===== config.mk =====
export PLATFORM = sky130hd
export DESIGN_NAME = mem_bus_arbiter
export DESIGN_NICKNAME = d
export VERILOG_FILES = /design/src/rtl/mem_bus_arbiter.sv
export SDC_FILE = /design/constraint.sdc
export NUM_CORES = 1
export LEC_CHECK = 0
export ABC_AREA = 1
export ABC_CLOCK_PERIOD_IN_PS = 1800
export CAP_MARGIN = 10
export CORE_AREA = 2 2 122 124
export CTS_CLUSTER_DIAMETER = 100
export CTS_CLUSTER_SIZE = 24
export DETAILED_ROUTE_END_ITERATION = 8
export DIE_AREA = 0 0 124 126
export PLACE_DENSITY_LB_ADDON = 0.15
export SETUP_SLACK_MARGIN = 0.2
export SLEW_MARGIN = 30
export SYNTH_ARGS = -nofsm -noshare
export SYNTH_HDL_FRONTEND = slang
export SYNTH_SLANG_ARGS = --single-unit

===== constraint.sdc =====
create_clock -name clk -period 1.8 [get_ports clk]
set_clock_uncertainty 0.1 [all_clocks]
set_input_delay 0.18 -clock clk [delete_from_list [all_inputs] [get_ports clk]]
set_output_delay 0.18 -clock clk [all_outputs]
set_load 0.005 [all_outputs]

===== src/rtl/mem_bus_arbiter.sv =====
// Two-master arbiter that multiplexes an instruction-fetch port and a data
// load/store port onto one shared memory request/response port. Exactly one
// transaction is in flight at a time; stores complete on the request
// handshake, while fetches and loads wait for the read response.
module mem_bus_arbiter #(
  parameter int RR = 1  // 1: round-robin on conflict, 0: data always wins
) (
  input  logic        clk,
  input  logic        rst,
  // Instruction fetch port
  input  logic [31:0] PC,
  input  logic        Inst_Req_Valid,
  output logic        Inst_Req_Ready,
  output logic [31:0] Instruction,
  output logic        Inst_Valid,
  input  logic        Inst_Ready,
  // Data load/store port
  input  logic [31:0] Address,
  input  logic        MemWrite,
  input  logic        MemRead,
  input  logic [31:0] Write_data,
  input  logic [3:0]  Write_strb,
  output logic        Mem_Req_Ready,
  output logic [31:0] Read_data,
  output logic        Read_data_Valid,
  input  logic        Read_data_Ready,
  // Shared memory port
  output logic [31:0] bus_addr,
  output logic [31:0] bus_wdata,
  output logic        bus_wen,
  output logic [3:0]  bus_strb,
  output logic        bus_req_valid,
  input  logic        bus_req_ready,
  input  logic [31:0] bus_rdata,
  input  logic        bus_rvalid,
  output logic        bus_rready,
  // Statistics
  output logic [31:0] conflict_cnt
);

  localparam logic [2:0] IDLE   = 3'd0;
  localparam logic [2:0] GNT_I  = 3'd1;
  localparam logic [2:0] GNT_D  = 3'd2;
  localparam logic [2:0] WAIT_I = 3'd3;
  localparam logic [2:0] WAIT_D = 3'd4;

  localparam logic LAST_I = 1'b0;
  localparam logic LAST_D = 1'b1;

  logic [2:0]  state_q, state_d;
  logic        last_grant_q, last_grant_d;
  logic [31:0] conflict_cnt_q, conflict_cnt_d;

  logic data_req;
  logic both_req;
  logic data_wins;

  // A simultaneous read+write is handled as a write.
  assign data_req  = MemRead | MemWrite;
  assign both_req  = Inst_Req_Valid & data_req;
  assign data_wins = (RR == 0) ? 1'b1 : (last_grant_q == LAST_I);

  // Next-state, grant history and conflict counter.
  // NOTE: every always_comb output gets a default first so no path leaves it unassigned (no latch).
  always_comb begin
    state_d        = state_q;
    last_grant_d   = last_grant_q;
    conflict_cnt_d = conflict_cnt_q;
    case (state_q)
      IDLE: begin
        if (both_req) begin
          conflict_cnt_d = conflict_cnt_q + 32'd1;
          state_d        = data_wins ? GNT_D : GNT_I;
        end else if (Inst_Req_Valid) begin
          state_d = GNT_I;
        end else if (data_req) begin
          state_d = GNT_D;
        end
      end
      GNT_I: begin
        if (!Inst_Req_Valid) begin
          state_d = IDLE;
        end else if (bus_req_ready) begin
          state_d      = WAIT_I;
          last_grant_d = LAST_I;
        end
      end
      GNT_D: begin
        if (!data_req) begin
          state_d = IDLE;
        end else if (bus_req_ready) begin
          state_d      = MemWrite ? IDLE : WAIT_D;
          last_grant_d = LAST_D;
        end
      end
      WAIT_I: if (bus_rvalid && Inst_Ready)      state_d = IDLE;
      WAIT_D: if (bus_rvalid && Read_data_Ready) state_d = IDLE;
      default: state_d = IDLE;
    endcase
  end

  // State registers with asynchronous reset; a reset abandons any transfer.
  // NOTE: sequential state uses non-blocking assignments so all registers update together.
  always_ff @(posedge clk or posedge rst) begin
    if (rst) begin
      state_q        <= IDLE;
      last_grant_q   <= LAST_I;
      conflict_cnt_q <= '0;
    end else begin
      state_q        <= state_d;
      last_grant_q   <= last_grant_d;
      conflict_cnt_q <= conflict_cnt_d;
    end
  end

  // Output decode: bus request fields pass through from the granted master,
  // response fields pass back only in the matching WAIT state.
  always_comb begin
    Inst_Req_Ready  = 1'b0;
    Mem_Req_Ready   = 1'b0;
    Instruction     = '0;
    Inst_Valid      = 1'b0;
    Read_data       = '0;
    Read_data_Valid = 1'b0;
    bus_addr        = '0;
    bus_wdata       = '0;
    bus_wen         = 1'b0;
    bus_strb        = 4'b0000;
    bus_req_valid   = 1'b0;
    bus_rready      = 1'b0;
    case (state_q)
      GNT_I: begin
        // Request is withdrawn with the master's valid so an aborted grant
        // can never complete a handshake on the shared port.
        bus_req_valid  = Inst_Req_Valid;
        bus_addr       = PC;
        Inst_Req_Ready = bus_req_ready;
      end
      GNT_D: begin
        bus_req_valid = data_req;
        bus_addr      = Address;
        bus_wen       = MemWrite;
        bus_wdata     = MemWrite ? Write_data : 32'd0;
        bus_strb      = MemWrite ? Write_strb : 4'b0000;
        Mem_Req_Ready = bus_req_ready;
      end
      WAIT_I: begin
        Inst_Valid  = bus_rvalid;
        Instruction = bus_rvalid ? bus_rdata : 32'd0;
        bus_rready  = Inst_Ready;
      end
      WAIT_D: begin
        Read_data_Valid = bus_rvalid;
        Read_data       = bus_rvalid ? bus_rdata : 32'd0;
        bus_rready      = Read_data_Ready;
      end
      default: ;
    endcase
  end

  assign conflict_cnt = conflict_cnt_q;

endmodule

==> summary.txt <==
Status
  • Run status: finished with violations
  • Violated checks: negative setup slack

Placement
  • Port buffer count: 311
  • Worst slack at placement: -0.3349 ns
  • Sum of net half-perimeters after detailed placement: 14540 um
  • Final GP Congestion: 0.9480

Setup path
  • Critical setup path kind: reg2out
  • Data arrival time of the worst path: 1.83 ns
  • Crit end category: output port
  • Cell seen most often among critical-path stages: buf_6
  • Cells traversed along the worst timing path: inv_2 -> buf_6 -> buf_6 -> nor3_4 -> buf_6 -> buf_16 -> buf_8 -> a22o_1 -> buf_6
  • Worst endpoint required time: 1.52 ns
  • Critical Path Fanout Max: 8
  • Slowest cell on crit path: dfrtp_1
  • Flop-to-flop setup slack: -0.08 ns
  • Buffering stage count on the worst path with inverters included: 7
  • CP peak stage delay: 0.38 ns
  • Largest delay share family, worst path: buffers and inverters
  • Critical path startpoint category: register

Yosys
  • Register area share after synthesis: 28.56%
  • Share of synthesized area spent on multiplexers: 0%
  • Portion of synthesized cell area occupied by the leading cell type: 28.56%
  • Post-synthesis simple-gate area fraction: 44.07%
  • Number of different library cells in the post-synthesis netlist: 25
  • Adder and majority gate portion of the synthesized area: 0.3967%
  • Post-Syn Instances: 526
  • Biggest area consumer among synthesized cells: dfrtp_1
  • Average footprint of a synthesized cell: 5.997 um2
  • Combinational family with the most area after synthesis: simple AND/OR/NAND/NOR gates
  • Synthesized netlist net count: 668
  • Register bit total from synthesis: 36
  • Fraction of the mapped netlist area in compound gates: 10.59%
  • Number of warnings issued by yosys: 0
  • Cell area after synthesis: 0.003154 mm2
  • Most area-consuming cells after synthesis: dfrtp_1 29%, nor2_1 17%, nand2_1 17%, inv_1 9.0%, a22o_1 8.9%
  • Area share of xor/xnor cells in the synthesized design: 4.165%

GRT
  • All-Layer GR Usage: 24.06%
  • Initial antenna violation count: 0
  • Number of global-route vias before repair: 4916
  • Gr ovfl total: 0
  • Maximum number of pins on one net before global-route repair: 37
  • Global-route wire length before repair: 28460 um

Clocking
  • Number of buffers created by CTS: 5
  • Root cell of the clock tree: clkbuf_16
  • Hold-fix buffers at CTS: 0
  • Max Root-Sink Buffers: 2
  • TritonCTS clock tree: built
  • Clock transition at the registers of the reported paths: 0.06 ns
  • Clock tree sinks: 36
  • H-tree lvl count: 2
  • Clock Latency Late Sink: 0.28 ns

Power and ir drop
  • Fraction of power consumed by combinational cells: 75.4%
  • Sw frac: 37.76%
  • Total Power Consumption: 7680 uW
  • Static leakage: 0.004066 uW
  • VDD IR-drop max: 0.4228 mV
  • Relative contribution of the clock network to total power: 11.4%
  • Net load switching power: 2899 uW
  • Total power per unit cell area: 929.5 mW/mm2
  • Internal power: 4780 uW
  • Sequential share of power: 13.2%

STA
  • Slew of the pin with the lowest slew margin: 0.4809 ns
  • Setup violators final: 141
  • Final Max Tran Viols: 0
  • Crit path time final: 2.112 ns
  • RSZ-0062 raised after global routing: true
  • Post-layout worst setup margin: -0.3119 ns
  • Final hold violation count: 0
  • FMAX: 473.5 MHz
  • WHS: 0.2259 ns
  • Final cycle utilization of the critical path: 117.3%
  • Headroom to the max-slew limit: 67.94%

Floorplan
  • Area of the core: 0.01431 mm2
  • # rows: 44
  • Effective utilization at floorplan: 22.04%
  • Top-level I/O count: 312
  • Chip Width: 124 um
  • Die footprint: 0.01562 mm2
  • DIE HEIGHT: 126 um

Min path
  • Type of the tightest min-delay check: in2async

Finish
  • Layout cell share with drive strength beyond 1: 42.52%
  • Number of diodes: 0
  • Multi-input combinational cell area: 0.002634 mm2
  • FILL cells: 1326
  • Final-stage net count: 1077
  • Area added between synthesis and finish: 161.9%
  • Register area: 909.6 um2

Route
  • Routed wire per std cell: 18.37 um
  • Detail-routed via count per cell: 4.514
  • Vias after detailed routing: 5056
  • First-pass detailed-route iteration total: 4
  • Wire length reported by the detailed router: 20580 um
  • Post-DRT Antenna Nets: 0
  • DRC viols: 0
  • Iteration-0 DRC Markers: 158

Run
  • Total of max-cap violations: 0
==> cells by family after synthesis <==
group,Yosys count
adders and majority gates,1
xor gates and xnor gates,15
buffers and inverters,100
AOI/OAI and AO/OA,42
DFF,36
and+or+nand+nor,332
==> tightest hold or removal path: cells and delay by family <==
family	cells	cell delay (ns)
buffers and inverters	3	0.86
==> synthesized netlist by cell type <==
master	n
o21ai_0	9
nor3_2	1
nand3_1	11
nor3_1	3
a22o_1	32
buf_2	8
nor2_8	1
dfrtp_1	36
nand2_2	2
xnor2_1	8
ha_1	1
nand2_1	141
clkbuf_1	9
and2_1	1
nor2_1	143
nand3b_1	7
nor2_2	1
o21ai_2	1
nor2_4	3
inv_1	76
xor2_1	7
nand4_1	17
buf_1	3
nor4_1	1
inv_2	4
==> layout make-up <==
class | instances | share of cell area, %
Timing Repair Buffer | 422 | 48.83
Tap cell | 184 | 2.787
Multi-Input combinational cell | 390 | 31.88
Clock buffer | 8 | 1.772
Inverter | 80 | 3.726
Sequential cell | 36 | 11.01
==> routing by layer <==
metal	up-vias	global-route usage [%]	wire length, um
li1	2454	-	-
met4	0	4.494	410
met3	26	7.246	2039
met2	205	42.11	10130
met5	-	0	0
met1	2371	29.13	7992
==> per-stage QoR <==
| step | cells | utilization [%] | setup TNS [ns] | instance area [um2] |
|---|---|---|---|---|
| 2_1_floorplan | 526 | - | 0 | 3154 |
| 3_3_place_gp | 1036 | 47.13 | -29.64 | 6746 |
| 3_5_place_dp | 1036 | 47.13 | -29.99 | 6746 |
| 4_1_cts | 1102 | 53.57 | -19.32 | 7667 |
| 5_1_grt | 1120 | 57.72 | -36.82 | 8262 |
| 6_report | 1120 | 57.72 | -24.62 | 8262 |
==> timing repair <==
| item | CTS | global route |
|---|---|---|
| gates cloned | 12 | 4 |
| hold endpoints to repair | 0 | 0 |
| setup endpoints to repair | 171 | 177 |
| pin swaps | 48 | 37 |
| buffers inserted | 46 | 14 |
| gates resized for setup | 723 | 136 |
==> cell usage in the layout (no fill, tap or decap), drive strengths merged, types with 8 or more instances in the layout <==
cell type / count
buf: 247
nor2: 148
inv: 80
o21ai: 10
clkdlybuf4s50: 172
nand3: 11
dfrtp: 36
a22o: 32
xnor2: 8
nand4: 17
clkbuf: 11
nand2: 143
==> registers in the layout (all words and copies together) (netlist names) <==
name and cells:
conflict_cnt 32, last_grant_q 1, state_q 3
==> power by group through the flow <==
stage | logic, uW | clock network, uW | registers (uW)
2_1_floorplan | 1180 | 0 | 1030
3_3_place_gp | 3360 | 0 | 1010
3_5_place_dp | 3380 | 0 | 1020
4_1_cts | 5150 | 900 | 999
5_1_grt | 6120 | 939 | 1030
6_report | 5790 | 879 | 1010
==> final timing paths <==
kind                         startpoint                to  cells past startpoint
min                                 rst   conflict_cnt[5]                      3
max in group asynchronous           rst  conflict_cnt[26]                      3
min in group clk           last_grant_q      last_grant_q                      2
max reg2reg                  state_q[0]        state_q[0]                     12
min reg2reg                last_grant_q      last_grant_q                      2
max                          state_q[0]      bus_addr[13]                      9
No activity file was read; power rests on OpenSTA's default activity.
